--- src/rtl/branch_pkg.sv ---
// Shared encodings for the branch resolve path: branch types, FSM states,
// and the fetch increment.
package branch_pkg;

  typedef enum logic [1:0] {
    BT_NONE = 2'b00,
    BT_BEQ  = 2'b01,
    BT_BNE  = 2'b10,
    BT_BLE  = 2'b11
  } branch_type_t;

  typedef enum logic [1:0] {
    S_IDLE   = 2'b00,
    S_EVAL   = 2'b01,
    S_UPDATE = 2'b10
  } state_t;

  localparam int unsigned PC_STEP = 4;

endpackage

--- src/rtl/branch_resolve_unit_if.sv ---
// Request/response bundle between the control FSM (master) and the
// branch resolve unit (slave).
interface branch_resolve_unit_if
  import branch_pkg::*;
#(
  parameter int WORD_SIZE = 32,
  parameter int CNT_W     = 16
);
  logic                 pc_inc;
  logic                 start;
  branch_type_t         branch_type;
  logic [WORD_SIZE-1:0] reg_a;
  logic [WORD_SIZE-1:0] reg_b;
  logic [WORD_SIZE-1:0] offset;
  logic [WORD_SIZE-1:0] pc;
  logic                 busy;
  logic                 done;
  logic                 taken;
  logic [CNT_W-1:0]     taken_count;

  modport master (
    output pc_inc, start, branch_type, reg_a, reg_b, offset,
    input  pc, busy, done, taken, taken_count
  );

  modport slave (
    input  pc_inc, start, branch_type, reg_a, reg_b, offset,
    output pc, busy, done, taken, taken_count
  );
endinterface

--- src/rtl/branch_cond_eval.sv ---
// Combinational branch condition: (type, a, b) -> cond. BLE is unsigned.
module branch_cond_eval
  import branch_pkg::*;
#(
  parameter int WORD_SIZE = 32
) (
  input  branch_type_t         branch_type,
  input  logic [WORD_SIZE-1:0] a,
  input  logic [WORD_SIZE-1:0] b,
  output logic                 cond
);

  // Select the comparison named by the branch type; BT_NONE never branches.
  always_comb begin
    cond = 1'b0;
    case (branch_type)
      BT_BEQ:  cond = (a == b);
      BT_BNE:  cond = (a != b);
      BT_BLE:  cond = (a <= b);
      default: cond = 1'b0;
    endcase
  end

endmodule

--- src/rtl/branch_resolve_unit.sv ---
// Owns the program counter: PC+4 on fetch, and a three-step
// capture / evaluate / update sequence for conditional branches.
module branch_resolve_unit
  import branch_pkg::*;
#(
  parameter int                   WORD_SIZE = 32,
  parameter logic [WORD_SIZE-1:0] RESET_PC  = '0,
  parameter int                   CNT_W     = 16
) (
  input  logic                  clk,
  input  logic                  reset,
  branch_resolve_unit_if.slave  bus
);

  state_t               state_q, state_d;
  logic [WORD_SIZE-1:0] pc_q;
  logic                 busy_q, done_q, taken_q;
  logic [CNT_W-1:0]     cnt_q;

  logic [WORD_SIZE-1:0] a_p0, b_p0, off_p0;
  branch_type_t         bt_p0;
  logic                 cond_c;
  logic                 cond_p1;
  logic                 accept;

  // A request is only taken in IDLE; start/pc_inc while busy are dropped.
  assign accept = (state_q == S_IDLE) && bus.start;

  branch_cond_eval #(.WORD_SIZE(WORD_SIZE)) u_cond (
    .branch_type (bt_p0),
    .a           (a_p0),
    .b           (b_p0),
    .cond        (cond_c)
  );

  // Next-state logic for the IDLE -> EVAL -> UPDATE -> IDLE sequence.
  always_comb begin
    state_d = state_q;
    case (state_q)
      S_IDLE:   if (bus.start) state_d = S_EVAL;
      S_EVAL:   state_d = S_UPDATE;
      S_UPDATE: state_d = S_IDLE;
      default:  state_d = S_IDLE;
    endcase
  end

  // Stage p0: operands are frozen at the start edge; stage p1: registered condition.
  always_ff @(posedge clk) begin
    if (accept) begin
      a_p0   <= bus.reg_a;
      b_p0   <= bus.reg_b;
      off_p0 <= bus.offset;
      bt_p0  <= bus.branch_type;
    end
    if (state_q == S_EVAL) cond_p1 <= cond_c;
  end

  // Control state, PC and counter; reset discards any request in flight.
  always_ff @(posedge clk) begin
    if (reset) begin
      state_q <= S_IDLE;
      pc_q    <= RESET_PC;
      busy_q  <= 1'b0;
      done_q  <= 1'b0;
      taken_q <= 1'b0;
      cnt_q   <= '0;
    end else begin
      state_q <= state_d;
      done_q  <= 1'b0;
      case (state_q)
        S_IDLE: begin
          if (bus.start)       busy_q <= 1'b1;
          else if (bus.pc_inc) pc_q   <= pc_q + WORD_SIZE'(PC_STEP);
        end
        S_UPDATE: begin
          if (cond_p1) begin
            pc_q  <= pc_q + (off_p0 << 2);
            cnt_q <= cnt_q + CNT_W'(1);
          end
          taken_q <= cond_p1;
          busy_q  <= 1'b0;
          done_q  <= 1'b1;
        end
        default: ;
      endcase
    end
  end

  assign bus.pc          = pc_q;
  assign bus.busy        = busy_q;
  assign bus.done        = done_q;
  assign bus.taken       = taken_q;
  assign bus.taken_count = cnt_q;

endmodule

--- src/flat_wrapper.sv ---
// flat-port wrapper written by rule: the top's interface ports become plain ports
module branch_resolve_unit_flat import branch_pkg::*;
#(
  parameter int                   WORD_SIZE = 32,
  parameter logic [WORD_SIZE-1:0] RESET_PC  = '0,
  parameter int                   CNT_W     = 16
)
  (clk, reset, bus_pc_inc, bus_start, bus_branch_type, bus_reg_a, bus_reg_b, bus_offset, bus_pc, bus_busy, bus_done, bus_taken, bus_taken_count);
  branch_resolve_unit_if #(.WORD_SIZE(WORD_SIZE), .CNT_W(CNT_W)) bus_i ();
  input  logic clk;
  input  logic reset;
  input wire logic [$bits(bus_i.pc_inc)-1:0] bus_pc_inc;
  input wire logic [$bits(bus_i.start)-1:0] bus_start;
  input wire logic [$bits(bus_i.branch_type)-1:0] bus_branch_type;
  input wire logic [$bits(bus_i.reg_a)-1:0] bus_reg_a;
  input wire logic [$bits(bus_i.reg_b)-1:0] bus_reg_b;
  input wire logic [$bits(bus_i.offset)-1:0] bus_offset;
  output wire logic [$bits(bus_i.pc)-1:0] bus_pc;
  output wire logic [$bits(bus_i.busy)-1:0] bus_busy;
  output wire logic [$bits(bus_i.done)-1:0] bus_done;
  output wire logic [$bits(bus_i.taken)-1:0] bus_taken;
  output wire logic [$bits(bus_i.taken_count)-1:0] bus_taken_count;
  assign bus_i.pc_inc = bus_pc_inc;
  assign bus_i.start = bus_start;
  assign bus_i.branch_type = bus_branch_type;
  assign bus_i.reg_a = bus_reg_a;
  assign bus_i.reg_b = bus_reg_b;
  assign bus_i.offset = bus_offset;
  assign bus_pc = bus_i.pc;
  assign bus_busy = bus_i.busy;
  assign bus_done = bus_i.done;
  assign bus_taken = bus_i.taken;
  assign bus_taken_count = bus_i.taken_count;
  branch_resolve_unit #(.WORD_SIZE(WORD_SIZE), .RESET_PC(RESET_PC), .CNT_W(CNT_W)) u_core (.clk(clk), .reset(reset), .bus(bus_i));
endmodule
--- config.mk ---
export PLATFORM = sky130hd
export DESIGN_NAME = branch_resolve_unit_flat
export DESIGN_NICKNAME = d
export VERILOG_FILES = /design/src/rtl/branch_pkg.sv /design/src/rtl/branch_resolve_unit_if.sv /design/src/rtl/branch_cond_eval.sv /design/src/rtl/branch_resolve_unit.sv /design/src/flat_wrapper.sv
export SDC_FILE = /design/constraint.sdc
export NUM_CORES = 1
export LEC_CHECK = 0
export ABC_AREA = 1
export CAP_MARGIN = 20
export CORE_ASPECT_RATIO = 1.4
export CORE_MARGIN = 2
export CORE_UTILIZATION = 25
export CTS_CLUSTER_DIAMETER = 200
export DETAILED_ROUTE_END_ITERATION = 16
export PLACE_DENSITY_LB_ADDON = 0.1
export SYNTH_ARGS = -nofsm -noshare
export SYNTH_HDL_FRONTEND = slang
export SYNTH_HIERARCHICAL = 1
export SYNTH_SLANG_ARGS = --single-unit
--- constraint.sdc ---
create_clock -name clk -period 3 [get_ports clk]
set_clock_uncertainty 0.15 [all_clocks]
set_input_delay 0.6 -clock clk [delete_from_list [all_inputs] [get_ports clk]]
set_output_delay 0.6 -clock clk [all_outputs]
set_load 0.05 [all_outputs]
== After elaboration in Yosys (flattened, before gate mapping) ==
Cells that the tools add are included.

* Output and inout bits: 51
* Word-level logic and storage cells: 42
* Bits of input ports: 102
* Register bits after elaboration: 150

* $lt $le $gt $ge: 1
* Eq/ne operators: 11
* Add/sub/neg operators: 3
* Mux-type cells: 10
* Reductions and logical operators: 6

{| class="wikitable"
|+ Operator list
! operator !! number
|-
| two-way mux 32 bit || 3
|-
| one-hot mux 32 bit (2 select lines) || 1
|-
| adder 32 x 3 -> 32 bit, second input constant || 1
|-
| adder 32 bit || 1
|-
| == test 32 bit || 1
|-
| <= comparator 32 bit || 1
|-
| != test 32 bit || 1
|-
| adder 16 x 1 -> 16 bit, second input constant || 1
|-
| == test 2 bit, second input constant || 3
|-
| != test 2 bit, second input constant || 3
|-
| == test 2 x 1 -> 1 bit, second input constant || 2
|-
| one-hot mux 2 bit (2 select lines) || 1
|-
| AND reduction 2 bit || 2
|-
| AND reduction 4 bit || 1
|-
| one-hot mux 1 bit (3 select lines) || 1
|-
| logical NOT 2 bit || 1
|-
| two-way mux 1 bit || 2
|-
| two-way mux 2 bit || 1
|-
| != test 2 x 1 -> 1 bit, second input constant || 1
|-
| one-hot mux 1 bit (2 select lines) || 1
|-
| nonzero test 2 bit || 1
|-
| logical AND 1 bit || 1
|}

== Longest topological paths before layout ==
Gate-level depths: netlist of run 1.

* Depth after elaboration: 4
* Gate-level depth with buffers: 18

== Cells and area by module ==
The synthesis of run 1 kept the hierarchy.

{| class="wikitable"
|+ By module, submodules not included
! module !! cells each !! instances !! area an instance (µm²) !! sequential area each (µm²)
|-
| branch_resolve_unit || 885 || 1 || 7418.4 || 3933.8
|-
| branch_cond_eval || 148 || 1 || 914.6 || 0.0
|}

== Worst setup path after synthesis of run 1 ==
Ideal clock, no wire load.

* Path type: input to register
* Start: input bus_start
* End: register u_core.a_p0[0], enable pin
* Stages on the path: 2
* Arrival: 2.545 ns
* Buffers on the path: 0
* Slack: -0.145 ns
* Cell sequence: nand2_1 > inv_1

* Cells in the longest elaborated chain, start to end: 1

{| class="wikitable"
|+ Ends and longest elaborated chain
! element !! line !! text
|-
| start: declaration || flat_wrapper.sv:13 || <nowiki>input wire logic [$bits(bus_i.start)-1:0] bus_start;</nowiki>
|-
| logical AND 1 bit || branch_resolve_unit.sv:27 || <nowiki>assign accept = (state_q == S_IDLE) && bus.start;</nowiki>
|-
| named net u_core.accept || branch_resolve_unit.sv:24 || <nowiki>logic accept;</nowiki>
|-
| end signal: assignment || branch_resolve_unit.sv:50 || <nowiki>a_p0 <= bus.reg_a;</nowiki>
|-
| end: declaration || branch_resolve_unit.sv:20 || <nowiki>logic [WORD_SIZE-1:0] a_p0, b_p0, off_p0;</nowiki>
|}

The timed path passes the listed nets, and every way through them passes these cells.
A chain may end at the register's enable or synchronous reset.

== Worst setup path after layout of run 1 ==
* Start: register u_core.state_q[1]
* End: register u_core.pc_q[12] (netlist: u_core/bus.pc[12])

* Cells in the longest elaborated chain, start to end: 3

{| class="wikitable"
|+ Ends and longest elaborated chain
! element !! line !! text
|-
| start: declaration || branch_resolve_unit.sv:15 || <nowiki>state_t state_q, state_d;</nowiki>
|-
| start signal: assignment || branch_resolve_unit.sv:68 || <nowiki>state_q <= state_d;</nowiki>
|-
| == test 2 bit or logical NOT 2 bit (tied branches) || branch_resolve_unit.sv:70 || <nowiki>case (state_q)</nowiki>
|-
| != test 2 x 1 -> 1 bit (no line) (tied with other cells) || -- ||
|-
| AND reduction 4 bit (no line) || -- ||
|-
| end signal: assignment || branch_resolve_unit.sv:73 || <nowiki>else if (bus.pc_inc) pc_q <= pc_q + WORD_SIZE'(PC_STEP);</nowiki>
|-
| end signal: assignment || branch_resolve_unit.sv:77 || <nowiki>pc_q <= pc_q + (off_p0 << 2);</nowiki>
|-
| end: declaration || branch_resolve_unit.sv:16 || <nowiki>logic [WORD_SIZE-1:0] pc_q;</nowiki>
|}

Several ways; a longest one is shown, not always the timed one.

==> metrics.txt, run 1 <==
clk_lat worst skew 0.43 ns; # rows 79; relative slew slack 0.600; gpl congestion 0.856; TNS Setup 0 ns; clk root buf clkbuf_16; max-cap violations 0; 1st-iter DRT viols 222; Syn Std Cell Area 8330 µm²; vias in the first global route 6834; CTS buffer count 17; Core Area 33000 µm²; final hold slack 0.315 ns; largest net degree at the start of global routing 54; hold buffers post-CTS 0; Period minus WS final 2.74 ns; WL per Instance 13.4 µm; initial antenna violation count 2; Crit path required time 3.23 ns; die height 220 µm; WS Path Type flip-flop to flip-flop; detailed-route wire length 22.2 mm; most used cell along the critical path inv_1; Seq/Total Area, Yosys 0.472; synth unique cells 41; Top-Level Pins 153; Clock Sinks 148; maximum fanout along the worst path 17; Worst VDD drop 0.000297 V; Final nets 1365; PwrDens 474 nW/µm²; Achievable Freq 0.365 GHz; CTS clk-pin slew, worst paths 0.07 ns; Worst Path Buf+Inv 7; Die ar. 34800 µm²; register bit total from synthesis 148; final setup fails 0; slowest stage delay, CP 0.38 ns; crit start category flip-flop; All-Layer GR Usage 0.135; Final Slew Violations 0; vias 6741; Top delay family on crit path buffers and inverters; detailed placer's ending HPWL 17.6 mm; Routed Antenna Nets 0; critical path arrival 2.97 ns; Static Leak 0.00529 µW; status completed; Remaining DRCs 0; I/O Buffers 148; Tcrit/Tclk final 0.914; worst min path class flip-flop to flip-flop; first-pass GRT wire length 35.2 mm; H-tree Lvls 4; die width 158 µm; Worst-Margin Slew 0.598 ns; RSZ-0062 raised after global routing false; Area Growth Syn to Fin 32.2%; Avg Inst Size Synth 8.07 µm²; CP Cell Sequence inv_2 > nor2_4 > inv_1 > buf_4 > nor2_1 > ha_1 > nand2_1 > inv_1 > a21oi_1 > nand3_1 > buf_4 > nand2_1 > inv_1 > o21ai_0 > o211ai_1 > inv_1; TritonRoute pass-1 iters 5; Crit. End Element flip-flop; postcts setup bufs 0; endpoints failing hold 0; grt ovf 0; Mapped Cells 1033; layout cells sized above 1 0.0610; starting density of the core 0.252; vias per cell 4.06; yosys warns 6; CTS tree yes; FILL cells 3548; Slowest cell on crit path dfxtp_1; Clock Path Buffers 2
[path summary, 6_finish.rpt]
check,slack [ns],cells after the start,endpoint,from
setup / recovery,0.26,16,u_core/bus.pc[12]$_SDFFE_PP0P_,u_core/state_q[1]$_SDFFE_PP0P_
hold / removal,0.32,2,u_core/bus.busy$_SDFFE_PP0P_,u_core/bus.busy$_SDFFE_PP0P_
setup reg to reg,0.26,16,u_core/bus.pc[12]$_SDFFE_PP0P_,u_core/state_q[1]$_SDFFE_PP0P_
hold reg to reg,0.32,2,u_core/bus.busy$_SDFFE_PP0P_,u_core/bus.busy$_SDFFE_PP0P_
[routing by layer]
layer,global-route usage,part of all wire,vias up
li1,-,-,3590
met1,0.138,0.38,2990
met2,0.254,0.54,134
met3,0.0409,0.054,23
met4,0.0514,0.020,4
met5,0,0.0011,-
[what timing repair did]
item,in CTS,in global routing
hold endpoints to repair,0,0
endpoints found under the setup margin,0,2
resized for setup,0,1
[cells by family (layout without fill, tap and decap cells)]
group                    after synthesis  count (layout)  share of synthesized area
buffers and inverters                240             419                      0.110
AO/OA/AOI/OAI                        113             113                     0.0757
XOR/XNOR                              14              14                     0.0147
adder cells (fa/ha/maj)               63              63                     0.0955
AND/OR/NAND/NOR                      454             454                      0.231
flip-flops                           148             148                      0.472
other                                  1               3                   0.000450
[sequential cells by signal, summed over array words and instances (netlist names)]
| name | count |
|---|---|
| u_core/bus.busy | 1 |
| u_core/bt_p0 | 2 |
| u_core/a_p0 | 32 |
| u_core/bus.pc | 30 |
| u_core/state_q | 2 |
| u_core/bus.taken_count | 16 |
| u_core/cond_p1 | 1 |
| u_core/off_p0 | 30 |
| u_core/bus.taken | 1 |
| u_core/bus.done | 1 |
| u_core/b_p0 | 32 |
[Yosys cell counts, drive strengths merged]
| cell type | count | area (µm²) |
|---|---|---|
| buf | 5 | 36.3 |
| o21a | 2 | 16.3 |
| a31oi | 1 | 6.26 |
| o211ai | 1 | 7.51 |
| xor2 | 12 | 105 |
| edfxtp | 97 | 2910 |
| o21bai | 18 | 135 |
| conb | 1 | 3.75 |
| nand3b | 1 | 7.51 |
| nor3b | 1 | 7.51 |
| xnor2 | 2 | 17.5 |
| and2 | 2 | 12.5 |
| nand3 | 51 | 255 |
| or2 | 2 | 12.5 |
| fa | 1 | 20.0 |
| o21ba | 1 | 10.0 |
| nor4 | 2 | 27.5 |
| clkbuf | 11 | 41.3 |
| nor2 | 102 | 425 |
| a21o | 2 | 15.0 |
| o21ai | 37 | 185 |
| nor3 | 7 | 51.3 |
| ha | 62 | 776 |
| inv | 224 | 841 |
| dfxtp | 51 | 1020 |
| a21oi | 51 | 255 |
| nand2 | 278 | 1070 |
| nand4 | 8 | 62.6 |
[cell type report]
class	count	area, µm²	share of cell area
Inverter	224	845	0.0767
Antenna cell	1	2.50	0.000227
Sequential cell	148	3930	0.357
Tap cell	445	557	0.0505
Timing Repair Buffer	163	1630	0.148
Clock buffer	17	425	0.0386
Clock inverter	15	133	0.0120
Multi-Input combinational cell	646	3490	0.317
[placed cells by master, fill, tap and decap left out, types with 3 or more instances in the layout]
master and count:
nand2_2 6, xor2_1 12, a21oi_1 51, edfxtp_1 97, nand4_1 6, inv_1 218, o21ai_0 36, clkinv_1 3
clkdlybuf4s50_1 148, nor2_1 95, dfxtp_1 51, buf_4 12, nor2_4 5, clkinvlp_4 4, buf_12 3, o21bai_1 18
clkinv_4 3, nand2_1 271, nor3_1 5, inv_2 5, nand3_1 50, ha_1 62, clkbuf_16 17, inv_6 3
[report_power, final]
part | leakage, µW | internal (µW) | switching [µW]
logic | 0.00368 | 334 | 454
clock network | 0.000265 | 1150 | 925
registers | 0.00135 | 2310 | 55.1
[tightest hold or removal path: stages, from the launching register on]
cell and delay, ns:
dfxtp_1 0.31, nand2_1 0.06, a21oi_1 0.05
[stage by stage]
step,worst slack [ns],util,total power [µW],cell area [µm²],std cells
finish,0.258,0.334,5230,11000,1659
global route,0.00676,0.334,5510,11000,1658
CTS,0.176,0.333,5360,11000,1658
detailed placement,0.186,0.317,3220,10500,1626
global placement,0.226,0.317,3220,10500,1626
floorplan,0.320,-,2870,8340,1034
No activity file was read; power rests on OpenSTA's default activity.
==> run 2, diff against run 1 <==
RECOVER_POWER = 25   (was default)
SLEW_MARGIN = 20   (was default)
==> metrics.txt, run 2 (synthesis results as in run 1) <==
Top-Level Pins 153 (unchanged); grt ovf 0 (unchanged); most common cell after layout, fill and taps aside nand2_1 (unchanged); Worst Path Buf+Inv 7 (unchanged); relative slew slack 0.602 (was 0.600); Achievable Freq 0.368 GHz (was 0.365 GHz); # rows 79 (unchanged); I/O Buffers 148 (unchanged); Period minus WS final 2.71 ns (was 2.74 ns); detailed placer's ending HPWL 17.6 mm (unchanged); CTS tree yes (unchanged); Worst VDD drop 0.000295 V (was 0.000297 V); maximum fanout along the worst path 17 (unchanged); Tot Pwr 5210 µW (was 5230 µW); die height 220 µm (unchanged); most used cell along the critical path inv_1 (unchanged); Worst-Margin Slew 0.596 ns (was 0.598 ns); postcts setup bufs 0 (unchanged); crit start category flip-flop (unchanged); CTS buffer count 17 (unchanged); setup ws final 0.285 ns (was 0.258 ns); Place WS 0.186 ns (unchanged); CTS clk-pin slew, worst paths 0.07 ns (about the same); Clock Path Buffers 2 (unchanged); Routed Antenna Nets 0 (unchanged); FILL cells 3548 (unchanged); largest net degree at the start of global routing 54 (unchanged); vias per cell 4.07 (was 4.06); area of the multi-input gates 3490 µm² (unchanged); WS Path Type flip-flop to flip-flop (unchanged); H-tree Lvls 4 (unchanged); layout cells sized above 1 0.0610 (unchanged); WL per Instance 13.4 µm (about the same); worst min path class flip-flop to flip-flop (unchanged); Die ar. 34800 µm² (unchanged); TNS Setup 0 ns (unchanged); critical path arrival 2.95 ns (was 2.97 ns); endpoints failing hold 0 (unchanged); sequential cell area 3930 µm² (unchanged); die width 158 µm (unchanged); Remaining DRCs 0 (unchanged); final hold slack 0.315 ns (about the same); Tcrit/Tclk final 0.905 (was 0.914); status completed (unchanged); first-pass GRT wire length 35.2 mm (unchanged); clk_lat worst skew 0.43 ns (about the same); Core Area 33000 µm² (unchanged); Final nets 1365 (unchanged); gpl congestion 0.856 (unchanged); slowest stage delay, CP 0.38 ns (about the same); detailed-route wire length 22.2 mm (about the same); max-cap violations 0 (unchanged); 1st-iter DRT viols 214 (was 222); Area Growth Syn to Fin 32.2% (unchanged); TritonRoute pass-1 iters 5 (unchanged); top flop regs u_core/a_p0 x32, u_core/b_p0 x32 (unchanged); commonest cells after routing, fill and taps aside nand2_1 (271), inv_1 (218), edfxtp_1 (97) (was nand2_1 (271), inv_1 (218), clkdlybuf4s50_1 (148)); Crit. End Element flip-flop (unchanged); Slowest cell on crit path dfxtp_1 (unchanged); vias 6749 (was 6741); CP Cell Sequence inv_2 > nor2_4 > inv_1 > buf_4 > nor2_1 > ha_1 > nand2_1 > inv_1 > a21oi_1 > nand3_1 > buf_4 > nand2_1 > inv_1 > o21ai_0 > o211ai_1 > inv_1 (unchanged); Final Slew Violations 0 (unchanged); initial antenna violation count 5 (was 2); clk root buf clkbuf_16 (unchanged); All-Layer GR Usage 0.135 (unchanged); Static Leak 0.00531 µW (was 0.00529 µW); Crit path required time 3.23 ns (about the same); RSZ-0062 raised after global routing false (unchanged); PwrDens 473 nW/µm² (was 474 nW/µm²); vias in the first global route 6834 (unchanged); starting density of the core 0.252 (unchanged); Top delay family on crit path buffers and inverters (unchanged); final setup fails 0 (unchanged); Clock Sinks 148 (unchanged)
==> run 2: changes by cell type in the layout (fill, tap and decap cells not counted), sizes merged <==
cell	before	now
clkdlybuf4s50	148	75
dlygate4sd3	0	73
==> run 2: final cells by class <==
cell class / count / area share
diodes: 1 / 0.000227
clock buffers: 17 / 0.0386
clock inverters: 15 / 0.0120
inverters: 224 / 0.0767
multi-input cells: 646 / 0.317
flip-flops and latches: 148 / 0.357
well taps: 445 / 0.0505
repair buffers: 163 / 0.148
==> run 2: repair_timing <==
action                     4_1_cts  5_1_grt
setup endpoints to repair        0        2
resized for setup                0        1
hold buffers                     0        0
==> run 2: path summary, 6_finish.rpt <==
check | startpoint | end | slack (ns) | cells after the start
hold / removal | u_core/bus.busy$_SDFFE_PP0P_ | u_core/bus.busy$_SDFFE_PP0P_ | 0.32 | 2
setup reg to reg | u_core/state_q[1]$_SDFFE_PP0P_ | u_core/bus.pc[12]$_SDFFE_PP0P_ | 0.29 | 16
setup / recovery | u_core/state_q[1]$_SDFFE_PP0P_ | u_core/bus.pc[12]$_SDFFE_PP0P_ | 0.29 | 16
hold reg to reg | u_core/bus.busy$_SDFFE_PP0P_ | u_core/bus.busy$_SDFFE_PP0P_ | 0.32 | 2
==> run 2: metrics by stage <==
stage	instance area (µm²)	utilization	std cells
detailed placement	10500	0.317	1626
finish	11000	0.334	1659
floorplan	8340	-	1034
CTS	11000	0.333	1658
global route	11000	0.334	1658
global placement	10500	0.317	1626
==> run 2: per-layer routing <==
metal / vias up / wire, µm / global-route usage
li1: 3587 / - / -
met2: 137 / 12100 / 0.254
met5: - / 52 / 0
met1: 2989 / 8470 / 0.138
met4: 8 / 471 / 0.0514
met3: 28 / 1150 / 0.0409
==> run 2: power breakdown <==
group | internal (µW) | leakage [µW] | switching [µW]
clock | 1150 | 0.000265 | 926
sequential | 2310 | 0.00135 | 55.1
combinational | 315 | 0.00370 | 455
==> run 2: tightest hold or removal path, cell delays in order (launching register included) <==
cell	delay [ns]
dfxtp_1	0.31
nand2_1	0.06
a21oi_1	0.05
==> run 3, diff against run 2 <==
CORE_MARGIN = default   (was 2)
==> metrics.txt, run 3 (synthesis results as in run 1) <==
most used cell along the critical path nand2_1 (was inv_1); final setup fails 0 (unchanged); Static Leak 0.00533 µW (was 0.00531 µW); grt ovf 0 (unchanged); relative slew slack 0.627 (was 0.602); 1st-iter DRT viols 253 (was 214); max-cap violations 0 (unchanged); critical path arrival 2.81 ns (was 2.95 ns); Crit path required time 3.18 ns (was 3.23 ns); Top-Level Pins 153 (unchanged); RSZ-0062 raised after global routing false (unchanged); slowest stage delay, CP 0.38 ns (about the same); Final Slew Violations 0 (unchanged); Final nets 1367 (was 1365); endpoints failing hold 0 (unchanged); Period minus WS final 2.63 ns (was 2.71 ns); postcts setup bufs 0 (unchanged); commonest cells after routing, fill and taps aside nand2_1 (271), inv_1 (218), edfxtp_1 (97) (unchanged); vias 6714 (was 6749); Slowest cell on crit path dfxtp_1 (unchanged); setup ws final 0.372 ns (was 0.285 ns); # diodes 0 (was 1); I/O Buffers 148 (unchanged); crit start category flip-flop (unchanged); CTS buffer count 17 (unchanged); die height 218 µm (was 220 µm); Non-Filler Instances 1655 (was 1659); Remaining DRCs 0 (unchanged); status completed (unchanged); vias in the first global route 6845 (was 6834); clk root buf clkbuf_16 (unchanged); detailed placer's ending HPWL 17.4 mm (was 17.6 mm); TNS Setup 0 ns (unchanged); maximum fanout along the worst path 4 (was 17); detailed-route wire length 22.3 mm (was 22.2 mm); clk_lat worst skew 0.43 ns (about the same); largest net degree at the start of global routing 55 (was 54); Area Growth Syn to Fin 32.2% (unchanged); Worst-Margin Slew 0.558 ns (was 0.596 ns); H-tree Lvls 4 (unchanged); WL per Instance 13.5 µm (was 13.4 µm); Achievable Freq 0.381 GHz (was 0.368 GHz); initial antenna violation count 4 (was 5); Die ar. 34100 µm² (was 34800 µm²); worst min path class flip-flop to flip-flop (unchanged); first-pass GRT wire length 35.8 mm (was 35.2 mm); Worst R2R Setup Slack 0.37 ns (was 0.29 ns); PwrDens 474 nW/µm² (was 473 nW/µm²); All-Layer GR Usage 0.141 (was 0.135); gpl congestion 0.848 (was 0.856); vias per cell 4.06 (was 4.07); WS Path Type flip-flop to flip-flop (unchanged); die width 156 µm (was 158 µm); hold buffers post-CTS 0 (unchanged); most common cell after layout, fill and taps aside nand2_1 (unchanged); CTS tree yes (unchanged); Worst VDD drop 0.000272 V (was 0.000295 V); Clock Sinks 148 (unchanged); placed insts 1623 (was 1626); Clock Path Buffers 2 (unchanged); Tcrit/Tclk final 0.876 (was 0.905); TritonRoute pass-1 iters 5 (unchanged); CTS clk-pin slew, worst paths 0.06 ns (was 0.07 ns); Place WS 0.212 ns (was 0.186 ns); starting density of the core 0.256 (was 0.252); layout cells sized above 1 0.0626 (was 0.0610); Tot Pwr 5230 µW (was 5210 µW); Routed Antenna Nets 0 (unchanged); Crit. End Element flip-flop (unchanged); # rows 78 (was 79); top flop regs u_core/a_p0 x32, u_core/b_p0 x32 (unchanged); Core Area 32600 µm² (was 33000 µm²); CP Cell Sequence inv_2 > nor2_4 > inv_1 > or2_2 > ha_1 > inv_1 > fa_1 > inv_1 > nand3_1 > nand3_2 > nand2_1 > nand2_1 > nand2_1 > nand3_1 > nand2_1 > nand3_1 > nand2_1 > inv_1 (was inv_2 > nor2_4 > inv_1 > buf_4 > nor2_1 > ha_1 > nand2_1 > inv_1 > a21oi_1 > nand3_1 > buf_4 > nand2_1 > inv_1 > o21ai_0 > o211ai_1 > inv_1); CTS-repair resized insts 0 (unchanged)
-- run 3: cell count changes in the layout (fill, tap and decap cells not counted), sizes merged --
cell	change
buf	+2
clkbuf	+2
clkinvlp	-2
clkinv	-1
diode	-1
inv	+1
-- run 3: cell type report --
cell class	count	area, µm²
sequential	148	3930
inverter	224	845
timing repair buffer	165	1630
fill	3532	21600
multi-input combinational	646	3490
tap	440	551
clock inverter	13	126
clock buffer	19	433
-- run 3: per-layer routing --
metal	part of all wire	global-route usage	vias up
li1	-	-	3581
met1	0.39	0.143	2973
met2	0.54	0.268	130
met3	0.049	0.0350	24
met4	0.018	0.0582	6
met5	0.0019	0	-
-- run 3: path summary, 6_finish.rpt --
path | startpoint | end | cells after the start
max | u_core/state_q[1]$_SDFFE_PP0P_ | u_core/bus.pc[24]$_SDFFE_PP0P_ | 18
min | u_core/bus.taken$_SDFFE_PP0N_ | u_core/bus.taken$_SDFFE_PP0N_ | 2
min reg2reg | u_core/bus.taken$_SDFFE_PP0N_ | u_core/bus.taken$_SDFFE_PP0N_ | 2
max reg2reg | u_core/state_q[1]$_SDFFE_PP0P_ | u_core/bus.pc[24]$_SDFFE_PP0P_ | 18
-- run 3: worst max-delay path, delay by kind of cell (launching register included) --
kind,cells,cell delay [ns]
DFF,1,0.38
adders and majority gates,2,0.43
buffers and inverters,5,0.32
and+or+nand+nor,11,1.23
-- run 3: report_power, final --
part	switching (µW)	leakage, µW	internal, µW
Clock	936	0.000270	1160
Combinational	458	0.00371	311
Sequential	53.7	0.00135	2310
Total	1450	0.00533	3780
-- run 3: stage by stage --
step                      hold slack, ns   util  area (µm²)
after CTS                          0.317  0.338       11000
final                              0.314  0.338       11000
after global routing               0.340  0.338       11000
after floorplan                    0.314      -        8340
after global placement             0.301  0.321       10400
after detailed placement           0.308  0.321       10400
